==> src/rtl/mips_regfile_sb.sv <==
// mips_regfile_sb: multi-read-port register file with write bypass and pending scoreboard
//   clk, rst                     clock, async active-high reset
//   rdEn/rdAddr -> rdData/rdValid/rdBusy   NUM_RD registered read ports
//   wrEn/wrAddr/wrData           writeback, clears the pending bit
//   issEn/issAddr -> issStall    destination issue, sets the pending bit
//   pendingVec                   scoreboard flops
module mips_regfile_sb #(
  parameter int DATA_W   = 32,
  parameter int NUM_REGS = 32,
  parameter int ADDR_W   = 5,
  parameter int NUM_RD   = 2,
  parameter int ZERO_REG = 1
) (
  input  logic                     clk,
  input  logic                     rst,
  input  logic [NUM_RD-1:0]        rdEn,
  input  logic [NUM_RD*ADDR_W-1:0] rdAddr,
  output logic [NUM_RD*DATA_W-1:0] rdData,
  output logic [NUM_RD-1:0]        rdValid,
  output logic [NUM_RD-1:0]        rdBusy,
  input  logic                     wrEn,
  input  logic [ADDR_W-1:0]        wrAddr,
  input  logic [DATA_W-1:0]        wrData,
  input  logic                     issEn,
  input  logic [ADDR_W-1:0]        issAddr,
  output logic                     issStall,
  output logic [NUM_REGS-1:0]      pendingVec
);
  logic [DATA_W-1:0]   r_regs [NUM_REGS];
  logic [ADDR_W-1:0]   w_ra [NUM_RD];
  logic                w_wr_ok, w_iss_ok;
  logic [NUM_REGS-1:0] w_wr_dec, w_iss_dec, w_pend_clr;
  for (genvar k = 0; k < NUM_RD; k++) begin : g_ra
    assign w_ra[k] = rdAddr[k*ADDR_W +: ADDR_W];
  end
  // writes to a hardwired r0 are dropped entirely, so r0 is never bypassed either
  assign w_wr_ok    = wrEn & ~(ZERO_REG != 0 && wrAddr == '0);
  assign w_wr_dec   = w_wr_ok ? NUM_REGS'(1) << wrAddr : '0;
  assign w_pend_clr = pendingVec & ~w_wr_dec;
  // a write landing on the issued register this edge frees it for the new producer
  assign issStall   = issEn & pendingVec[issAddr] & ~(wrEn & (wrAddr == issAddr));
  assign w_iss_ok   = issEn & ~issStall & ~(ZERO_REG != 0 && issAddr == '0);
  assign w_iss_dec  = w_iss_ok ? NUM_REGS'(1) << issAddr : '0;
  always_ff @(posedge clk or posedge rst)
    if (rst) pendingVec <= '0;
    else pendingVec <= w_pend_clr | w_iss_dec;
  always_ff @(posedge clk or posedge rst)
    if (rst) for (int i = 0; i < NUM_REGS; i++) r_regs[i] <= '0;
    else if (w_wr_ok) r_regs[wrAddr] <= wrData;
  always_ff @(posedge clk or posedge rst)
    if (rst) begin
      rdData  <= '0;
      rdValid <= '0;
      rdBusy  <= '0;
    end else for (int k = 0; k < NUM_RD; k++) begin
      rdValid[k] <= rdEn[k];
      if (rdEn[k]) begin
        rdData[k*DATA_W +: DATA_W] <= (w_wr_ok && wrAddr == w_ra[k]) ? wrData : r_regs[w_ra[k]];
        rdBusy[k] <= w_pend_clr[w_ra[k]];
      end
    end
endmodule

==> config.mk <==
export PLATFORM = sky130hd
export DESIGN_NAME = mips_regfile_sb
export DESIGN_NICKNAME = d
export VERILOG_FILES = /design/src/rtl/mips_regfile_sb.sv
export SDC_FILE = /design/constraint.sdc
export NUM_CORES = 2
export LEC_CHECK = 0
export ABC_AREA = 1
export BUFFER_PORTS_ARGS = -buffer_cell sky130_fd_sc_hd__buf_2
export CAP_MARGIN = 20
export CELL_PAD_IN_SITES_DETAIL_PLACEMENT = 1
export CELL_PAD_IN_SITES_GLOBAL_PLACEMENT = 2
export CORE_MARGIN = 5
export CORE_UTILIZATION = 38
export DETAILED_ROUTE_END_ITERATION = 7
export MAX_ROUTING_LAYER = met4
export PLACE_DENSITY_LB_ADDON = 0.1
export SETUP_SLACK_MARGIN = 0.4
export SYNTH_ARGS = -nofsm -noshare
export SYNTH_HDL_FRONTEND = slang
export SYNTH_SLANG_ARGS = --single-unit
==> constraint.sdc <==
create_clock -name clk -period 39.5 [get_ports clk]
set_input_delay 1.975 -clock clk [delete_from_list [all_inputs] [get_ports clk]]
set_output_delay 1.975 -clock clk [all_outputs]
set_load 0.05 [all_outputs]
==> results.toml <==
[floorplan]
ioPinCount = 159
die_area_um2 = 166000
placeableCoreArea_um2 = 156000
rows = 145
die_w_um = 407
start_util_pct = 38.3
die_h_um = 407

[global_route]
grt_pass1_wl_mm = 414
grt-ovfl-total = 0
grt_pass1_vias = 60000
antenna_found_initial = 23
globalRouteTotalUtil_pct = 34.3
grt_max_degree = 169

[power_and_ir_drop]
vdd_drop_max_uv = 45.2
pwr-share-seq_pct = 43.9
clkPwrFrac_pct = 37.2
p_sw_share_pct = 33.1
comb_power_share_pct = 18.9
p_per_area_nw_per_um2 = 53.4
switchingPower_w = 0.00116
leakagePower_nw = 28.8
internal_power_w = 0.00234

[min_path]
hold_start = "r_regs[1022]"
min_to = "r_regs[1022]"
hold_path_depth = 0
hold_class = "flop to flop"

[sta]
holdWs_ns = 0.401
finalCritPeriodShare_pct = 14.9
finalHoldViolations = 0
setup_tns_ns = 0
period_needed_ns = 5.90
finClkSkew_ns = 0.0295
slew_viol_final = 0
tightest_slew_ns = 1.24
rsz0062_at_grt = "false"
fmax_mhz = 170
relSlewSlack_pct = 17.1
setup_viol = 0

[drt]
drcViolationCount = 0
detail-route-antenna-nets = 0
wl_per_cell_um = 29.2
vias = 59400
wl_mm = 281
drtIter0Drc = 5734
dr.pass1.iters = 6
vias_per_cell = 6.18

[placement]
port_buffers = 158
place_congestion = 0.827
hpwl_mm = 152

[setup_path]
r2r-start = "pendingVec[15]"
cp-start-kind = "input pin"
reg2reg_depth = 9
arrival_ns = 3.92
regToRegEndpoint = "pendingVec[14]"
crit_chain = "buf_2 > nor2_2 > a22oi_1 > nand3_1 > nand3_1 > nand3_1 > nand3_2 > inv_2 > buf_2"
cp_common_cell = "nand3_1"
crit_type = "input pin to primary output"
crit_fanout = 32
slowest_delay_ns = 0.47
end_kind = "primary output"
reg2reg_slack_ns = 37.55
cp.required_ns = 37.52
cp_slowest_cell = "nand3_2"

[clocking]
clock_path_buffers = 3
cts_tree = "done"
cts.repair.resized = 0
cts_sinks = 1124
clk_pin_slew_ns = 0.06
cts_hold_buf = 0
clock-root-buffer = "clkbuf_16"
worstSkewPairLatency_ns = 0.78
cts_made_buffers = 139
htreeDepth = 4
post_cts_buffers = 0

[yosys]
synth_edf_count = 0
synth_cells = 7846
avgSynthCellArea_um2 = 7.63
ys_ff_latch = 1124
yosysWarnings = 0
netlist_area_um2 = 59900
post_synth_num_cell_types = 33
syn_nets = 7904
synth.yosys.seq_area_share_pct = 47.0
async_flop_share_pct = 100
synth_ff_type = "dfrtp_1"

[finish]
fin_nets = 7480
mostFrequentLayoutCells = "o21ai_0, nand2_1, nor2_1"
fillers = 18900
final_core_util_pct = 41.9
final_common_cell = "o21ai_0"
register_area_um2 = 28100
layout-drive-gt1-share_pct = 7.09
areaGrowthSynthToFinish_pct = 9.46
multiInputGateArea_um2 = 27600

[flow_run]
drv_cap = 0

[outcome]
outcome = "complete, no violations"
sequential cells by signal, indices dropped and copies added (netlist names):
| signal | count |
|---|---|
| pendingVec | 32 |
| r_regs | 1024 |
| rdBusy | 2 |
| rdValid | 2 |
| rdData | 64 |
power groups by stage:
stage | Sequential, W | Combinational (W) | Clock [W]
CTS | 0.00153 | 0.000657 | 0.00132
finish | 0.00154 | 0.000660 | 0.00130
floorplan | 0.00156 | 0.000418 | 0
global placement | 0.00154 | 0.000634 | 0
detailed placement | 0.00155 | 0.000655 | 0
global route | 0.00156 | 0.000738 | 0.00137
how the worst max path moves through the flow:
stage,from,depth (start not counted),end,slack [ns]
2_1_floorplan,rst,1,pendingVec[0],5.87
3_3_place_gp,rdAddr[0],11,rdData[4],33.60
3_5_place_dp,rdAddr[0],11,rdData[11],33.51
4_1_cts,issAddr[0],9,issStall,33.64
5_1_grt,issAddr[0],9,issStall,33.43
6_report,issAddr[0],9,issStall,33.60
final cells by class:
cell class              count  area share [%]
flip-flops and latches   1124            42.9
multi-input cells        5695            42.1
clock inverters            26           0.479
diodes                     19          0.0726
inverters                 193            1.21
well taps                2058            3.93
clock buffers             214            6.42
repair buffers            269            2.88
metrics by stage:
step / area, um2 / total power [W] / setup WS (ns) / std cells
5_1_grt: 65500 / 0.00367 / 33.43 / 9596
2_1_floorplan: 59900 / 0.00197 / 5.87 / 7846
4_1_cts: 65300 / 0.00351 / 33.64 / 9573
3_3_place_gp: 60800 / 0.00218 / 33.60 / 9333
6_report: 65500 / 0.00350 / 33.60 / 9598
3_5_place_dp: 60800 / 0.00220 / 33.51 / 9333
routing by layer:
metal,share of wire (%),GRT usage [%]
met1,43,44.3
met2,46,54.7
met3,6.7,6.32
met4,3.5,11.5
met5,0,-
synthesized netlist by cell type, drive strengths merged, types with 2 or more instances:
cell	number	area, um2
o21ai	2064	10300
nand2	1210	4540
nor2	1151	4350
dfrtp	1124	28100
nand3	542	2730
clkbuf	541	2030
o221ai	329	2880
buf	293	1640
inv	188	711
a21oi	181	906
o211ai	162	1220
nand4	36	225
a22oi	6	45.0
clkinv	5	18.8
xor2	4	35.0
nor3	3	25.0
o22ai	3	18.8
xnor2	2	17.5
critical path, delay by kind of cell:
| kind | cells | cell delay, ns |
|---|---|---|
| compound gates | 1 | 0.17 |
| simple gates | 5 | 1.16 |
| buf+inv | 3 | 0.60 |
cells by family (layout without fill, tap and decap cells):
logic type	Yosys count	in the layout	share of synthesized area (%)
other	0	19	0
flip-flops	1124	1124	47.0
XOR/XNOR	6	6	0.0878
AO/OA/AOI/OAI	2746	2746	25.7
AND/OR/NAND/NOR	2943	2943	19.8
buffers and inverters	1027	702	7.35
Note: power is estimated with default switching activity, not from simulation.
